## src/rtl/alu_mc_if.sv

```systemverilog
// Request/result handshake bundle for the multi-cycle ALU.
interface alu_mc_if #(
  parameter int WIDTH = 16
);
  logic             in_valid;
  logic             in_ready;
  logic [WIDTH-1:0] InA;
  logic [WIDTH-1:0] InB;
  logic             Cin;
  logic [3:0]       Oper;
  logic             invA;
  logic             invB;
  logic             sign;
  logic             out_valid;
  logic             out_ready;
  logic [WIDTH-1:0] Out;
  logic             Zero;
  logic             Ofl;
  logic             busy;

  modport master (
    output in_valid, InA, InB, Cin, Oper, invA, invB, sign, out_ready,
    input  in_ready, out_valid, Out, Zero, Ofl, busy
  );

  modport slave (
    input  in_valid, InA, InB, Cin, Oper, invA, invB, sign, out_ready,
    output in_ready, out_valid, Out, Zero, Ofl, busy
  );
endinterface

```

## src/rtl/alu_mc.sv

```systemverilog
// Multi-cycle ALU: single-cycle shift/add/logic ops plus a shift-add multiplier,
// with a valid/ready request side and a held result register on the output side.
module alu_mc #(
  parameter int WIDTH   = 16,
  parameter int SHAMT_W = 4
) (
  input  logic     clk,
  input  logic     rst_n,
  alu_mc_if.slave  bus
);
  if (WIDTH != 2**SHAMT_W) begin : g_bad_param
    $error("alu_mc: WIDTH must equal 2**SHAMT_W");
  end

  typedef enum logic [1:0] {IDLE, MUL, DONE} state_t;

  localparam logic [3:0] OP_ROL = 4'b0000;
  localparam logic [3:0] OP_SLL = 4'b0001;
  localparam logic [3:0] OP_SRA = 4'b0010;
  localparam logic [3:0] OP_SRL = 4'b0011;
  localparam logic [3:0] OP_ADD = 4'b0100;
  localparam logic [3:0] OP_AND = 4'b0101;
  localparam logic [3:0] OP_OR  = 4'b0110;
  localparam logic [3:0] OP_XOR = 4'b0111;
  localparam logic [3:0] OP_MUL = 4'b1000;
  localparam logic [SHAMT_W:0] CNT_LAST = (SHAMT_W+1)'(WIDTH-1);
  localparam logic [SHAMT_W:0] CNT_ONE  = (SHAMT_W+1)'(1);

  state_t               state, state_nxt;
  logic [WIDTH-1:0]     act_a, act_b;
  logic [SHAMT_W-1:0]   sh;
  logic [WIDTH:0]       sum;
  logic [WIDTH-1:0]     rol, alu_res;
  logic                 alu_ofl;
  logic                 accept, is_mul;

  logic [2*WIDTH-1:0]   mcand, acc, acc_nxt;
  logic [WIDTH-1:0]     mplier;
  logic [SHAMT_W:0]     cnt;
  logic                 mul_last;

  logic [WIDTH-1:0]     out_q;
  logic                 zero_q, ofl_q;

  assign act_a  = bus.invA ? ~bus.InA : bus.InA;
  assign act_b  = bus.invB ? ~bus.InB : bus.InB;
  assign sh     = act_b[SHAMT_W-1:0];
  assign is_mul = (bus.Oper == OP_MUL);
  assign sum    = {1'b0, act_a} + {1'b0, act_b} + {{WIDTH{1'b0}}, bus.Cin};

  assign bus.in_ready  = (state == IDLE) || ((state == DONE) && bus.out_ready);
  assign bus.out_valid = (state == DONE);
  assign bus.busy      = (state == MUL);
  assign bus.Out       = out_q;
  assign bus.Zero      = zero_q;
  assign bus.Ofl       = ofl_q;
  assign accept        = bus.in_valid && bus.in_ready;

  always_comb begin
    rol = '0;
    for (int i = 0; i < WIDTH; i++)
      rol[i] = act_a[(i + WIDTH - int'(sh)) % WIDTH];
  end

  // Reserved codes fall through to zero result with no overflow.
  always_comb begin
    alu_res = '0;
    alu_ofl = 1'b0;
    case (bus.Oper)
      OP_ROL: alu_res = rol;
      OP_SLL: alu_res = act_a << sh;
      OP_SRA: alu_res = $unsigned($signed(act_a) >>> sh);
      OP_SRL: alu_res = act_a >> sh;
      OP_ADD: begin
        alu_res = sum[WIDTH-1:0];
        alu_ofl = bus.sign ? ((act_a[WIDTH-1] == act_b[WIDTH-1]) &&
                              (sum[WIDTH-1] != act_a[WIDTH-1]))
                           : sum[WIDTH];
      end
      OP_AND: alu_res = act_a & act_b;
      OP_OR:  alu_res = act_a | act_b;
      OP_XOR: alu_res = act_a ^ act_b;
      default: ;
    endcase
  end

  // One multiplier bit per MUL cycle; the WIDTH-th cycle writes the result.
  assign acc_nxt  = mplier[0] ? (acc + mcand) : acc;
  assign mul_last = (cnt == CNT_LAST);

  always_ff @(posedge clk or negedge rst_n) begin
    if (!rst_n) state <= IDLE;
    else        state <= state_nxt;
  end

  always_comb begin
    state_nxt = state;
    case (state)
      IDLE: if (accept) state_nxt = is_mul ? MUL : DONE;
      MUL:  if (mul_last) state_nxt = DONE;
      DONE: begin
        if (accept)             state_nxt = is_mul ? MUL : DONE;
        else if (bus.out_ready) state_nxt = IDLE;
      end
      default: state_nxt = IDLE;
    endcase
  end

  always_ff @(posedge clk or negedge rst_n) begin
    if (!rst_n) begin
      mcand  <= '0;
      mplier <= '0;
      acc    <= '0;
      cnt    <= '0;
      out_q  <= '0;
      zero_q <= 1'b0;
      ofl_q  <= 1'b0;
    end else if (accept) begin
      mcand  <= {{WIDTH{1'b0}}, act_a};
      mplier <= act_b;
      acc    <= '0;
      cnt    <= '0;
      if (!is_mul) begin
        out_q  <= alu_res;
        zero_q <= (alu_res == '0);
        ofl_q  <= alu_ofl;
      end
    end else if (state == MUL) begin
      mcand  <= mcand << 1;
      mplier <= mplier >> 1;
      acc    <= acc_nxt;
      cnt    <= cnt + CNT_ONE;
      if (mul_last) begin
        out_q  <= acc_nxt[WIDTH-1:0];
        zero_q <= (acc_nxt[WIDTH-1:0] == '0);
        ofl_q  <= |acc_nxt[2*WIDTH-1:WIDTH];
      end
    end
  end
endmodule

```

## src/flat_wrapper.sv

```systemverilog
// flat-port wrapper written by rule: the top's interface ports become plain ports
module alu_mc_flat 
#(
  parameter int WIDTH   = 16,
  parameter int SHAMT_W = 4
)
  (clk, rst_n, bus_in_valid, bus_InA, bus_InB, bus_Cin, bus_Oper, bus_invA, bus_invB, bus_sign, bus_out_ready, bus_in_ready, bus_out_valid, bus_Out, bus_Zero, bus_Ofl, bus_busy);
  alu_mc_if #(.WIDTH(WIDTH)) bus_i ();
  input  logic clk;
  input  logic rst_n;
  input wire logic [$bits(bus_i.in_valid)-1:0] bus_in_valid;
  input wire logic [$bits(bus_i.InA)-1:0] bus_InA;
  input wire logic [$bits(bus_i.InB)-1:0] bus_InB;
  input wire logic [$bits(bus_i.Cin)-1:0] bus_Cin;
  input wire logic [$bits(bus_i.Oper)-1:0] bus_Oper;
  input wire logic [$bits(bus_i.invA)-1:0] bus_invA;
  input wire logic [$bits(bus_i.invB)-1:0] bus_invB;
  input wire logic [$bits(bus_i.sign)-1:0] bus_sign;
  input wire logic [$bits(bus_i.out_ready)-1:0] bus_out_ready;
  output wire logic [$bits(bus_i.in_ready)-1:0] bus_in_ready;
  output wire logic [$bits(bus_i.out_valid)-1:0] bus_out_valid;
  output wire logic [$bits(bus_i.Out)-1:0] bus_Out;
  output wire logic [$bits(bus_i.Zero)-1:0] bus_Zero;
  output wire logic [$bits(bus_i.Ofl)-1:0] bus_Ofl;
  output wire logic [$bits(bus_i.busy)-1:0] bus_busy;
  assign bus_i.in_valid = bus_in_valid;
  assign bus_i.InA = bus_InA;
  assign bus_i.InB = bus_InB;
  assign bus_i.Cin = bus_Cin;
  assign bus_i.Oper = bus_Oper;
  assign bus_i.invA = bus_invA;
  assign bus_i.invB = bus_invB;
  assign bus_i.sign = bus_sign;
  assign bus_i.out_ready = bus_out_ready;
  assign bus_in_ready = bus_i.in_ready;
  assign bus_out_valid = bus_i.out_valid;
  assign bus_Out = bus_i.Out;
  assign bus_Zero = bus_i.Zero;
  assign bus_Ofl = bus_i.Ofl;
  assign bus_busy = bus_i.busy;
  alu_mc #(.WIDTH(WIDTH), .SHAMT_W(SHAMT_W)) u_core (.clk(clk), .rst_n(rst_n), .bus(bus_i));
endmodule
```

## config.mk

```make
export PLATFORM = sky130hd
export DESIGN_NAME = alu_mc_flat
export DESIGN_NICKNAME = d
export VERILOG_FILES = /design/src/rtl/alu_mc_if.sv /design/src/rtl/alu_mc.sv /design/src/flat_wrapper.sv
export SDC_FILE = /design/constraint.sdc
export NUM_CORES = 1
export LEC_CHECK = 0
export CORE_UTILIZATION = 50
export DETAILED_ROUTE_END_ITERATION = 8
export HOLD_SLACK_MARGIN = 0.03
export PLACE_DENSITY = 0.69
export SLEW_MARGIN = 5
export SYNTH_ARGS = -nofsm -noshare
export SYNTH_HDL_FRONTEND = slang
export SYNTH_SLANG_ARGS = --single-unit
```

## constraint.sdc

```tcl
create_clock -name clk -period 4.8 [get_ports clk]
set_input_delay 0.72 -clock clk [delete_from_list [all_inputs] [get_ports clk]]
set_output_delay 0.72 -clock clk [all_outputs]
set_load 0.005 [all_outputs]
```

### Word-level counts from Yosys, hierarchy flattened

Cells that the tools add are included.

| storage, ports and cells | value |
|---|---|
| flip-flop bits (word level) | 105 |
| output and inout port bits | 21 |
| word-level logic and storage cells | 194 |

| cells by class | value |
|---|---|
| $add $sub $neg | 20 |
| magnitude comparators | 16 |
| equal/unequal tests | 17 |
| shift-type cells | 3 |
| muxes and demuxes | 80 |
| bitwise operators | 21 |
| reductions and logical operators | 29 |

Operators with widths:

| kind | number |
|---|---|
| 2-to-1 mux 32 bit | 5 |
| 2-to-1 mux 16 bit | 8 |
| case mux 16 bit (8 select lines) | 1 |
| < comparator 5 x 6 -> 1 bit, second input constant | 16 |
| subtractor 5 x 4 -> 6 bit, first input constant | 16 |
| binary-select mux 1 bit (select 4 bit) | 16 |
| OR reduction 4 bit | 16 |
| 2-to-1 mux 1 bit | 42 |
| adder 32 bit | 1 |
| zero test 16 bit | 2 |
| inverter 16 bit | 2 |
| adder 16 x 16 -> 17 bit | 1 |
| adder 17 x 1 -> 17 bit | 1 |
| AND 1 bit | 16 |
| AND 16 bit | 1 |
| == test 4 x 3 -> 1 bit, second input constant | 4 |
| OR 16 bit | 1 |
| OR reduction 16 bit | 1 |
| left shift 16 x 4 -> 16 bit | 1 |
| >> shifter 16 x 4 -> 16 bit | 1 |
| >>> shifter 16 x 4 -> 16 bit | 1 |
| XOR 16 bit | 1 |
| 2-to-1 mux 2 bit | 5 |
| 2-to-1 mux 5 bit | 2 |
| 19 further kinds | 25 |

### Logic depth before layout (Yosys ltp)

| depth | value |
|---|---|
| word-level depth | 12 |
| mapped depth | 18 |

### Worst setup path before layout

No wires, ideal clock.

| path | value |
|---|---|
| path type | input to register |
| start point | input bus_invB |
| end point | register u_core.ofl_q (netlist: u_core.bus.Ofl) |
| arrival time | 4491 ps |
| slack | 172 ps |
| stages | 17 |
| buffers on the path | 4 |
| cell sequence | buf_6 -> clkbuf_1 -> buf_1 -> clkbuf_1 -> xnor2_1 -> inv_1 -> ha_1 -> a21oi_1 -> o21bai_1 -> a211o_1 -> a221o_1 -> a221oi_1 -> xnor2_1 -> o21ai_0 -> o311a_1 -> a211oi_1 -> o211ai_1 |

| on the way | value |
|---|---|
| cells in the longest elaborated chain, start to end | 9 |
| elaborated cells between the ends (all ways) | 10 |

RTL lines:

| what | line | RTL |
|---|---|---|
| start: declaration | flat_wrapper.sv:17 | `input wire logic [$bits(bus_i.invB)-1:0] bus_invB;` |
| 2-to-1 mux 16 bit * | alu_mc.sv:46 | `assign act_b = bus.invB ? ~bus.InB : bus.InB;` |
| adder 16 x 16 -> 17 bit | alu_mc.sv:49 | `assign sum = {1'b0, act_a} + {1'b0, act_b} + {{WIDTH{1'b0}}, bus.Cin};` |
| adder 17 x 1 -> 17 bit | alu_mc.sv:49 |  |
| != test 1 bit | alu_mc.sv:77 | `(sum[WIDTH-1] != act_a[WIDTH-1]))` |
| logical AND 1 bit | alu_mc.sv:76 | `alu_ofl = bus.sign ? ((act_a[WIDTH-1] == act_b[WIDTH-1]) &&` |
| 2-to-1 mux 1 bit * | alu_mc.sv:76 |  |
| 2-to-1 mux 1 bit * | alu_mc.sv:69 | `case (bus.Oper)` |
| 2-to-1 mux 1 bit * | alu_mc.sv:123 | `if (!is_mul) begin` |
| 2-to-1 mux 1 bit * | alu_mc.sv:118 | `end else if (accept) begin` |
| end signal: assignment | alu_mc.sv:126 | `ofl_q <= alu_ofl;` |
| end signal: assignment | alu_mc.sv:136 | `ofl_q <= \|acc_nxt[2*WIDTH-1:WIDTH];` |
| end: declaration | alu_mc.sv:43 | `logic zero_q, ofl_q;` |

Mark *: on every way between the ends. The rest lies on a longest branch, timed or not. The select of a mux whose other input is x is not followed.
A chain may end at the register's enable or synchronous reset.

### Worst setup path in the final report

| path | value |
|---|---|
| start point | input bus_InA[6] |
| end point | register u_core.ofl_q (netlist: u_core.bus.Ofl) |

| on the way | value |
|---|---|
| cells in the longest elaborated chain, start to end | 10 |

RTL lines:

| what | line | RTL |
|---|---|---|
| start: declaration | flat_wrapper.sv:12 | `input wire logic [$bits(bus_i.InA)-1:0] bus_InA;` |
| inverter 16 bit | alu_mc.sv:45 | `assign act_a = bus.invA ? ~bus.InA : bus.InA;` |
| 2-to-1 mux 16 bit * | alu_mc.sv:45 |  |
| adder 16 x 16 -> 17 bit * | alu_mc.sv:49 |  |
| adder 17 x 1 -> 17 bit * | alu_mc.sv:49 |  |
| != test 1 bit | alu_mc.sv:77 |  |
| logical AND 1 bit | alu_mc.sv:76 |  |
| 2-to-1 mux 1 bit * | alu_mc.sv:76 |  |
| 2-to-1 mux 1 bit * | alu_mc.sv:69 |  |
| 2-to-1 mux 1 bit * | alu_mc.sv:123 |  |
| 2-to-1 mux 1 bit * | alu_mc.sv:118 |  |

Marked as above.

==> out/summary.json <==
{
  "setup.reg_to_reg.worst_slack": {"value": 650, "unit": "ps"},
  "placementRows": {"value": 55},
  "drc": {"value": 0},
  "cell_with_the_most_instances_on_the_worst_path": {"value": "sky130_fd_sc_hd__xnor2_1"},
  "synth_top_cell_by_area": {"value": "sky130_fd_sc_hd__dfrtp_1"},
  "avgRoutedWirePerCell": {"value": 24.00, "unit": "µm"},
  "intPower": {"value": 2.058, "unit": "mW"},
  "fp.dieArea": {"value": 0.02361, "unit": "mm²"},
  "timing.critical_path.arrival": {"value": 4480, "unit": "ps"},
  "detailroute.via_count": {"value": 11620},
  "power.ir.vdd_worst": {"value": 172.8, "unit": "µV"},
  "hold_class": {"value": "register to register"},
  "cpLargestDelayFamily": {"value": "compound AO/OA/AOI/OAI gates"},
  "cts_resized": {"value": 0},
  "whs": {"value": 477.0, "unit": "ps"},
  "max_freq": {"value": 235.2, "unit": "MHz"},
  "synth.distinct_cells": {"value": 87},
  "cts_buffers": {"value": 9},
  "totalWireLength": {"value": 42000, "unit": "µm"},
  "drive_above_1_share": {"value": 0.1031},
  "postLayoutCellArea": {"value": 0.01292, "unit": "mm²"},
  "synth_sequential_area_ratio": {"value": 0.2285},
  "holdBufCountCts": {"value": 0},
  "ys_seq_elements": {"value": 105},
  "report.power.total": {"value": 3.462, "unit": "mW"},
  "cap_violations": {"value": 0},
  "hpwlAfterDp": {"value": 32610, "unit": "µm"},
  "critPathBufInv": {"value": 2},
  "synth.top_cells.by_count": {"value": "sky130_fd_sc_hd__nand2_1 (151), sky130_fd_sc_hd__nor2_1 (122), sky130_fd_sc_hd__dfrtp_1 (105), sky130_fd_sc_hd__a21oi_1 (87), sky130_fd_sc_hd__o21ai_0 (78)"},
  "netlist.area_leader.share": {"value": 0.2285},
  "drv_slew": {"value": 0},
  "placed_cells": {"value": 1733},
  "layoutNonFillerInstCount": {"value": 1750},
  "dr_pass1_iterations": {"value": 6},
  "cts-root-buf": {"value": "sky130_fd_sc_hd__clkbuf_16"},
  "cts.repair_timing.setup_buffer_count": {"value": 0},
  "power_frac_comb": {"value": 0.464},
  "dieWidth": {"value": 153.6, "unit": "µm"},
  "worst_pin_slew": {"value": 1053, "unit": "ps"},
  "cp_cell_sequence": {"value": "clkdlybuf4s50_1 -> xnor2_1 -> inv_1 -> ha_1 -> a21o_1 -> nor2b_1 -> a211o_1 -> a221o_1 -> a221oi_1 -> xnor2_1 -> o21ai_0 -> o311a_1 -> a211oi_1 -> o211ai_1"},
  "utilization": {"value": 0.5725},
  "crit_slowest_cell": {"value": "sky130_fd_sc_hd__xnor2_1"},
  "ys.flop_type": {"value": "sky130_fd_sc_hd__dfrtp_1"},
  "yosys_warnings": {"value": 0},
  "die_height": {"value": 153.6, "unit": "µm"},
  "power_switching": {"value": 1.404, "unit": "mW"},
  "clkSlewWorstSetupHoldPaths": {"value": 80, "unit": "ps"},
  "via_per_inst": {"value": 6.642},
  "mappedNetlistArea": {"value": 0.01150, "unit": "mm²"},
  "ant_nets": {"value": 0},
  "total_nets_after_synthesis": {"value": 1523},
  "power.density_cell_area": {"value": 267.9, "unit": "mW/mm²"},
  "synthCells": {"value": 1411},
  "finalCriticalPeriod": {"value": 4252, "unit": "ps"},
  "cts_sinks": {"value": 105},
  "cts_tree": {"value": "done"},
  "clockPowerShare": {"value": 0.229},
  "crit_path_max_fanout": {"value": 6},
  "endpoint_kind": {"value": "register"},
  "post-route-period-util": {"value": 0.8858},
  "setup_repair_after_global_routing_missed_its_margin": {"value": "false"},
  "run_status": {"value": "completed"},
  "worstSetupStartpointType": {"value": "primary input"},
  "grtUsageTotal": {"value": 0.3613},
  "htree_num_levels": {"value": 3},
  "finalNetCount": {"value": 1571},
  "antenna_found_initial": {"value": 1},
  "postLayoutSetupSlackWorst": {"value": 548.0, "unit": "ps"},
  "synth-edff-count": {"value": 0},
  "report.final.hold_viol_count": {"value": 0},
  "max_stage_delay": {"value": 580, "unit": "ps"},
  "ios": {"value": 65},
  "slew_headroom": {"value": 0.2928},
  "final_setup_violation_count": {"value": 0},
  "fill_cells": {"value": 2094},
  "via_count_of_the_first_global_routing_pass": {"value": 11070},
  "floorplan.core_area": {"value": 0.02257, "unit": "mm²"},
  "io_buffer_count": {"value": 64},
  "dp_worst_setup_slack": {"value": 252.0, "unit": "ps"},
  "postPlaceCellArea": {"value": 0.01261, "unit": "mm²"},
  "gp_routability_congestion": {"value": 1.060},
  "clk-insertion-delay-late": {"value": 360, "unit": "ps"},
  "ctsLongestPathBuffers": {"value": 2},
  "setup_tns": {"value": 0, "unit": "ps"},
  "floorplan.initialDensity": {"value": 0.5094},
  "grt_start_max_net_pins": {"value": 78},
  "syn2layout_area_growth": {"value": 12.40, "unit": "%"},
  "seq_power_share": {"value": 0.307},
  "post_synth_main_area_contributors": {"value": "sky130_fd_sc_hd__dfrtp_1 (23%), sky130_fd_sc_hd__ha_1 (7.2%), sky130_fd_sc_hd__mux2i_1 (5.1%)"},
  "globalRouteOverflowTotal": {"value": 0},
  "total_leakage_power": {"value": 5.790, "unit": "nW"},
  "yosys.cell_count.top_type": {"value": "sky130_fd_sc_hd__nand2_1"},
  "grt_first_pass_wirelength": {"value": 65560, "unit": "µm"},
  "critPathRequiredTime": {"value": 5030, "unit": "ps"},
  "switching_share": {"value": 0.4056},
  "drt-initial-drc-count": {"value": 1298},
  "post_synth.cell_area_avg": {"value": 8.148, "unit": "µm²"},
  "postSynth.asyncResetShare": {"value": 1.000},
  "path_class": {"value": "primary input to register"},
  "worst_clock_skew": {"value": 15.28, "unit": "ps"}
}
==> placed cells by master (no fill, tap or decap), types with 7 or more instances in the layout <==
cell                                n
sky130_fd_sc_hd__a211oi_1          26
sky130_fd_sc_hd__a21o_1            26
sky130_fd_sc_hd__a21oi_1           87
sky130_fd_sc_hd__a221o_1           36
sky130_fd_sc_hd__a221oi_1           7
sky130_fd_sc_hd__a22o_1            14
sky130_fd_sc_hd__a22oi_1           19
sky130_fd_sc_hd__a31oi_1           14
sky130_fd_sc_hd__and2_1            14
sky130_fd_sc_hd__and3_1            11
sky130_fd_sc_hd__and4_1             7
sky130_fd_sc_hd__buf_4             68
sky130_fd_sc_hd__clkbuf_16          9
sky130_fd_sc_hd__clkdlybuf4s50_1   61
sky130_fd_sc_hd__dfrtp_1          105
sky130_fd_sc_hd__ha_1              66
sky130_fd_sc_hd__inv_1             54
sky130_fd_sc_hd__mux2_2            11
sky130_fd_sc_hd__mux2i_1           59
sky130_fd_sc_hd__mux4_2            23
sky130_fd_sc_hd__nand2_1          151
sky130_fd_sc_hd__nand2b_1          19
sky130_fd_sc_hd__nand3_1           46
sky130_fd_sc_hd__nand4_1           17
sky130_fd_sc_hd__nor2_1           121
sky130_fd_sc_hd__nor2b_1           18
sky130_fd_sc_hd__nor3_1            19
sky130_fd_sc_hd__nor3b_1            8
sky130_fd_sc_hd__nor4_1             9
sky130_fd_sc_hd__o211ai_1          20
sky130_fd_sc_hd__o21a_1            14
sky130_fd_sc_hd__o21ai_0           78
sky130_fd_sc_hd__o22ai_1           12
sky130_fd_sc_hd__o31ai_1            8
sky130_fd_sc_hd__xnor2_1           52
sky130_fd_sc_hd__xor2_1            39
==> cells by family after synthesis <==
logic type                 synth area share
xor gates and xnor gates            0.08118
DFF                                  0.2285
and+or+nand+nor                      0.1910
muxes                                0.1127
adders and majority gates           0.07531
AOI/OAI and AO/OA                    0.2564
buffers and inverters               0.05485
==> routing by layer <==
metal	vias up	GRT usage	wire, µm
met5	-	0	0
met4	0	0.1948	2331
met3	144	0.05975	3636
met2	645	0.5587	18460
met1	5520	0.4831	17570
li1	5315	-	-
==> area by class of cell <==
class                      count  area [µm²]  area share
multi-input combinational   1151        8247      0.6382
tap                          285       356.6     0.02759
inverter                      60       227.7     0.01762
timing repair buffer         132        1151     0.08908
clock inverter                 6       81.33    0.006294
clock buffer                  10       229.0     0.01772
antenna                        1       2.502   0.0001936
sequential                   105        2628      0.2033
==> flip-flops by register name, indices dropped and copies added, names as in the netlist <==
signal,cells
u_core.acc,32
u_core.mcand,32
u_core.bus.Out,16
u_core.mplier,16
u_core.cnt,5
u_core.state,2
u_core.bus.Ofl,1
u_core.bus.Zero,1
==> final timing paths <==
check | startpoint | to | depth (start not counted)
worst min-delay path | u_core.bus.Out[11] | u_core.bus.Out[11] | 1
worst max-delay path | bus_InA[6] | u_core.bus.Ofl | 14
max in group asynchronous | rst_n | u_core.cnt[3] | 2
min in group asynchronous | rst_n | u_core.bus.Out[4] | 1
worst max register to register | u_core.acc[0] | u_core.bus.Ofl | 12
worst min register to register | u_core.bus.Out[11] | u_core.bus.Out[11] | 1
==> power groups by stage <==
stage          registers [mW]  logic (mW)  clock network [mW]
2_1_floorplan            1.05        1.01                   0
3_5_place_dp             1.08        1.56                   0
3_3_place_gp             1.08        1.56                   0
4_1_cts                  1.06        1.57               0.808
5_1_grt                  1.08        1.72               0.841
6_report                 1.06        1.60               0.793
==> worst register-to-register path: cells and delay by family (launching register included) <==
family	cells	cell delay, ps
xor+xnor	1	130
compound gates	9	2760
fa+ha+maj	2	680
flops	1	450
(Power assumes the default switching activity.)
